===== config.mk =====
export PLATFORM = sky130hd
export DESIGN_NAME = fifo_frame_writer
export DESIGN_NICKNAME = d
export VERILOG_FILES = /design/src/rtl/fifo_frame_writer.sv
export SDC_FILE = /design/constraint.sdc
export NUM_CORES = 1
export LEC_CHECK = 0
export ABC_AREA = 1
export CORE_MARGIN = 4
export CORE_UTILIZATION = 50
export CTS_BUF_LIST = sky130_fd_sc_hd__clkbuf_8
export CTS_CLUSTER_DIAMETER = 60
export DETAILED_ROUTE_END_ITERATION = 7
export PLACE_DENSITY = 0.8
export SYNTH_ARGS = -nofsm -noshare
export SYNTH_HDL_FRONTEND = slang
export SYNTH_SLANG_ARGS = --single-unit
export TNS_END_PERCENT = 10

===== constraint.sdc =====
create_clock -name wclk -period 1.3 [get_ports wclk]
set_input_delay 0.13 -clock wclk [delete_from_list [all_inputs] [get_ports wclk]]
set_output_delay 0.13 -clock wclk [all_outputs]
set_load 0.02 [all_outputs]

===== src/rtl/fifo_frame_writer.sv =====
// Frames a payload as preamble, sync, length, payload and XOR checksum
// into a write-side FIFO, one byte per wclk edge with winc high.
//
// Ports:
//   wclk, resetn          clock, async active-low reset
//   start, len            frame request and payload length (IDLE only)
//   abort                 synchronous frame abandon
//   s_valid, s_data       upstream payload byte
//   s_ready               payload byte taken on this edge
//   wfull                 FIFO full flag
//   winc, wdata           FIFO write strobe and data
//   busy, done, frames    status, completion pulse, frame counter
module fifo_frame_writer #(
   parameter logic [7:0] PREAMBLE = 8'h55,
   parameter int         PRE_LEN  = 2,
   parameter logic [7:0] SYNC     = 8'hD5
) (
   input  logic        wclk,
   input  logic        resetn,
   input  logic        start,
   input  logic [7:0]  len,
   input  logic        abort,
   input  logic        s_valid,
   input  logic [7:0]  s_data,
   output logic        s_ready,
   input  logic        wfull,
   output logic        winc,
   output logic [7:0]  wdata,
   output logic        busy,
   output logic        done,
   output logic [15:0] frames
);

   typedef enum logic [2:0] {
      S_IDLE,
      S_PRE,
      S_SYNC,
      S_LEN,
      S_PAY,
      S_CHK,
      S_DONE
   } state_t;

   localparam logic [3:0] PRE_LAST = 4'(PRE_LEN - 1);

   state_t      state_q, state_d;
   logic [3:0]  pre_q, pre_d;
   logic [7:0]  len_q, len_d;
   logic [7:0]  rem_q, rem_d;
   logic [7:0]  chk_q, chk_d;
   logic [15:0] frames_q;
   logic        wr_ok;

   assign wr_ok = ~wfull;

   always_ff @(posedge wclk or negedge resetn) begin
      if (!resetn) begin
         state_q <= S_IDLE;
         pre_q   <= '0;
         len_q   <= '0;
         rem_q   <= '0;
         chk_q   <= '0;
      end else begin
         state_q <= state_d;
         pre_q   <= pre_d;
         len_q   <= len_d;
         rem_q   <= rem_d;
         chk_q   <= chk_d;
      end
   end

   // Counter only written on the DONE edge so it holds otherwise.
   always_ff @(posedge wclk or negedge resetn) begin
      if (!resetn)
         frames_q <= '0;
      else if (state_q == S_DONE && !abort)
         frames_q <= frames_q + 16'd1;
   end

   always_comb begin
      state_d = state_q;
      pre_d   = pre_q;
      len_d   = len_q;
      rem_d   = rem_q;
      chk_d   = chk_q;
      winc    = 1'b0;
      wdata   = 8'h00;
      s_ready = 1'b0;

      unique case (state_q)
         S_IDLE: begin
            if (start) begin
               state_d = S_PRE;
               pre_d   = '0;
               len_d   = len;
               rem_d   = len;
               // Checksum seeds with the length byte.
               chk_d   = len;
            end
         end
         S_PRE: begin
            winc  = wr_ok;
            wdata = PREAMBLE;
            if (wr_ok) begin
               if (pre_q == PRE_LAST) begin
                  state_d = S_SYNC;
                  pre_d   = '0;
               end else begin
                  pre_d = pre_q + 4'd1;
               end
            end
         end
         S_SYNC: begin
            winc  = wr_ok;
            wdata = SYNC;
            if (wr_ok)
               state_d = S_LEN;
         end
         S_LEN: begin
            winc  = wr_ok;
            wdata = len_q;
            if (wr_ok)
               state_d = (len_q == 8'd0) ? S_CHK : S_PAY;
         end
         S_PAY: begin
            s_ready = wr_ok;
            winc    = s_valid & wr_ok;
            wdata   = s_data;
            if (s_valid && wr_ok) begin
               chk_d = chk_q ^ s_data;
               rem_d = rem_q - 8'd1;
               if (rem_q == 8'd1)
                  state_d = S_CHK;
            end
         end
         S_CHK: begin
            winc  = wr_ok;
            wdata = chk_q;
            if (wr_ok)
               state_d = S_DONE;
         end
         S_DONE: begin
            state_d = S_IDLE;
            chk_d   = '0;
         end
         default: state_d = S_IDLE;
      endcase

      // Abort wins over any same-edge transfer; the write itself
      // still lands in the FIFO since winc is left untouched.
      if (abort) begin
         state_d = S_IDLE;
         pre_d   = '0;
         len_d   = '0;
         rem_d   = '0;
         chk_d   = '0;
      end
   end

   assign busy   = (state_q != S_IDLE);
   assign done   = (state_q == S_DONE);
   assign frames = frames_q;

endmodule


; Word level (Yosys, flattened, before mapping)
; Cells that the tools add are included.
[word_totals]
regBits = 47
[classes]
n_addsub = 3
n_eq_ne = 16
n_mux = 28
bitwise_logic = 3
n_reduce_logical = 17
[ops]
columns = op, count
row1 = $mux W8, 7
row2 = $pmux W8 S5, 1
row3 = $mux W3, 9
row4 = $ne A3 B3 Y1 const B, 8
row5 = $pmux W8 S3, 1
row6 = $pmux W3 S6, 1
row7 = $add A16 B1 Y16 const B, 1
row8 = $mux W4, 4
row9 = $pmux W8 S2, 1
row10 = $eq A3 B3 Y1 const B, 3
row11 = $reduce_and A3 Y1, 3
row12 = $reduce_bool A3 Y1, 3
row13 = $eq A8 B1 Y1 const B, 1
row14 = $logic_not A8 Y1, 1
row15 = $pmux W4 S2, 1
row16 = $reduce_and A8 Y1, 1
row17 = $sub A8 B1 Y8 const B, 1
row18 = $xor A8 B8 Y8, 1
row19 = $eq A3 B2 Y1 const B, 2
row20 = $add A4 B1 Y4 const B, 1
row21 = $eq A4 B1 Y1 const B, 1
row22 = $reduce_bool A2 Y1, 2
row23 = $reduce_bool A4 Y1, 1
row24 = $reduce_or A4 Y1, 1
row25 = other kinds (9), 11

; Logic depth before layout (Yosys ltp)
[depth]
word_depth = 5
depth_mapped = 11
ltp_nobuf = 10

; Worst setup path before layout
; OpenSTA, ideal clock, no wires.
[synth_path]
path_kind = register to output
from = reg state_q[1]
to = out wdata[0]
arrival_ns = 1.555
required_ns = 1.170
path_slack_ns = -0.385
path_stages_with_launch = 8
cell_sequence = dfrtp_1 buf_4 nor2_4 nand2_2 inv_4 buf_2 nand2_1 a31oi_1
[synth_between]
elab_chain_cells = 2
word_cells_on_any_way = 6
[synth_lines]
columns = item, line
row1 = "start, declared", 46  ; state_t state_q, state_d;
row2 = "start signal, assigned", 64  ; state_q <= state_d;
row3 = "$eq A3 B3 Y1, or another cell as far along", 90  ; unique case (state_q)
row4 = $pmux W8 S5 *, 90
row5 = "end, declared", 28  ; output logic [7:0] wdata,
; Mark *: on every way between the ends. The rest lies on a longest branch, timed or not.

; Worst setup path in the final report
[layout_path]
from = reg state_q[2]
to = out wdata[0]
; Same word-level chain as after synthesis.

==> impl_results.md <==
- Outcome: finished, violations left
- Failing checks: negative setup slack
- Max FO, Critical Path: 7
- Mapped Cells: 404
- Clock Sinks: 47
- VDD IR max: 1.05 mV
- Final period util: 137%
- Worst Setup Slack, final: -481 ps
- Clk slew on worst S/H paths: 90 ps
- Via density: 5.46
- WP buf/inv: 3
- Antenna violations before repair: 0
- DRC: 0
- CP Capture Type: output port
- Die height: 84.9 um
- HPWL after DPL: 6670 um
- Routed via count: 3392
- Yosys warns: 0
- RSZ-0062 raised after global routing: true
- Top post-synthesis cells by area: dfrtp_1, nand2_1, nand3_1, xor2_1, nor2_1
- Slew HR: 76.0%
- Post-route ant nets: 0
- Crit path cell chain: inv_2, nand3_2, inv_4, nand2_1, a31oi_4, buf_6
- Port Buf Inserts: 49
- Leak: 0.00244 uW
- Final hold vios: 0
- First DRT Iteration DRCs: 240
- CP top delay family: flip-flops
- First-pass GRT wire length: 15200 um
- Pin count of the biggest net entering global routing: 22
- Placement-stage cell area: 0.00425 mm2
- Floorplan row count: 27
- Starting density of the core: 52.7%
- First-pass iteration count of the detailed router: 5
- Fillers: 376
- CTS tree: done
- Finished Cell Area: 0.00461 mm2
- Worst Path Required: 1170 ps
- GR Overflow Total: 0
- Vias in the first global route: 3362
- Worst Tran Pin Value: 358 ps
- WL/cell: 15.5 um
- CTS buffer count: 5
- Final #Nets: 578
- Critical setup path kind: reg2out
- Min Hold Slack: 223 ps
- Worst skew pair latency: 310 ps
- Share of Yosys cell area claimed by the top area cell type: 39.8%
- Syn_area_per_cell: 7.32 um2
- Fin. max-slew vios: 0
- Slowest stage cell, crit path: dfrtp_2
- Antenna Cells: 0
- GRT Util Overall: 25.9%
- Fmax: 0.561 GHz
- Startpoint Class: flop
- Share of cells above drive strength 1: 35.2%
- Tmin final: 1780 ps
- Die Width: 84.9 um
- Hold Crit Class: in2async
- H-tree levels: 2
- DIE AREA: 0.00720 mm2
- Placer Congestion: 0.898
- Power Dens Cells: 1700 mW/mm2
- Delay of the slowest cell on the worst path: 470 ps
- Routed wire length: 9640 um
- I/O Pins: 50
- Synth-to-Final Area Change: 55.9%
- #FFs+latches synth: 47
- Clk_skew: 7.74 ps
- Synth Cell Area: 0.00296 mm2
- Max Cap Viol: 0
- Worst Path Arrival: 1650 ps
- Core area: 0.00561 mm2
- Yosys top cell by area: dfrtp_1
- Unique masters post-synth: 29
- Register area share after synthesis: 39.8%
- Clock root buffer: clkbuf_8
- Net count after synthesis: 433
- Setup violators final: 59
- Final Util: 82.2%
- Max Buffers Root-to-Sink: 2
- Setup slack at placement: -608 ps
==> metrics by stage <==
stage	instances	TNS (ps)	total power (uW)
2_1_floorplan	404	-2770	4360
3_3_place_gp	601	-16180	6160
3_5_place_dp	601	-18240	6280
4_1_cts	615	-14920	7420
5_1_grt	621	-20700	8370
6_report	621	-16720	7850
==> Yosys cell counts <==
cell and count:
o32ai_1 1, o21ai_0 15, or2_2 4, nand3b_1 1, o21ai_2 1, xnor2_1 6, o211ai_1 3, mux2_2 1
nand3_1 38, nand2_1 133, nand2_2 7, o21ai_1 1, dfrtp_1 47, inv_2 5, nand2_4 2, nor3_1 4
nand4_1 4, buf_2 3, a21oi_1 17, xor2_1 18, inv_4 1, nand3_2 1, ha_1 7, nor2_4 5
nor2_2 3, buf_4 3, nor2_1 39, a31oi_1 4, inv_1 30
==> registers in the layout, summed over array words and instances, names as in the netlist <==
| signal | flops |
|---|---|
| rem_q | 8 |
| len_q | 8 |
| pre_q | 4 |
| frames | 16 |
| state_q | 3 |
| chk_q | 8 |
==> final cells by class <==
| class | instances | area (um2) | share of cell area (%) |
|---|---|---|---|
| clock buffers | 5 | 68.8 | 1.49 |
| clock inverters | 2 | 13.8 | 0.299 |
| inverters | 36 | 155 | 3.37 |
| multi-input cells | 315 | 1870 | 40.5 |
| flip-flops and latches | 47 | 1180 | 25.6 |
| well taps | 72 | 90.1 | 1.95 |
| repair buffers | 144 | 1230 | 26.8 |
==> kinds of logic (layout without fill, tap and decap cells) <==
family	after synthesis	count (layout)	share of synthesized area [%]
XOR/XNOR	24	24	7.11
adder cells (fa/ha/maj)	7	7	2.96
AND/OR/NAND/NOR	241	241	36.0
multiplexers	1	1	0.381
flip-flops	47	47	39.8
buffers and inverters	42	187	5.93
AO/OA/AOI/OAI	42	42	7.79
==> worst paths after layout <==
path / startpoint / endpoint / slack (ps) / cells after the start
setup / recovery: state_q[2] / wdata[0] / -480 / 6
hold / removal: resetn / len_q[4] / 220 / 2
setup reg to reg: state_q[2] / chk_q[4] / -420 / 9
hold reg to reg: frames[7] / frames[7] / 520 / 1
max in group asynchronous: resetn / state_q[0] / 610 / 3
min in group wclk: len[4] / len_q[4] / 450 / 3
==> cells in the final DEF (no fill, tap or decap), types with 2 or more instances in the layout <==
cell             synthesis  layout
nand2_1                133     123
buf_4                    3      89
dfrtp_1                 47      45
nand3_1                 38      34
nor2_1                  39      34
inv_1                   30      22
clkdlybuf4s50_1          0      20
xor2_1                  18      18
dlygate4sd2_1            0      14
inv_2                    5      10
nand2_2                  7      10
a21oi_1                 17      10
buf_6                    0      10
nor2_4                   5       9
nand2_4                  2       9
o21ai_0                 15       7
a21oi_2                  0       6
o21ai_1                  1       6
xnor2_1                  6       6
ha_1                     7       6
nand3_2                  1       5
clkbuf_8                 0       5
a31oi_4                  0       4
nor2_2                   3       4
nand4_1                  4       4
buf_12                   0       4
inv_4                    1       3
o21ai_2                  1       3
o211ai_1                 3       3
or2_2                    4       3
buf_2                    3       3
nor3_1                   4       2
clkbuf_2                 0       2
dfrtp_2                  0       2
==> report_power, final <==
group	leakage, uW	internal, uW	switching [uW]
combinational	0.00178	2200	2650
clock	0.0000440	369	524
sequential	0.000611	1840	272
==> layer usage <==
layer	up-vias	GRT usage (%)	wire length, um
met5	-	0	0
met4	0	9.93	408
met3	40	4.95	562
met2	151	45.6	4830
met1	1615	31.2	3840
li1	1586	-	-
==> timing repair <==
action	4_1_cts	5_1_grt
pin swaps	9	10
buffers inserted	6	6
resized for setup	110	43
hold endpoints to repair	37	0
hold buffers	1	0
setup endpoints to repair	75	61
gates cloned	0	0
No activity file was read; power rests on OpenSTA's default activity.
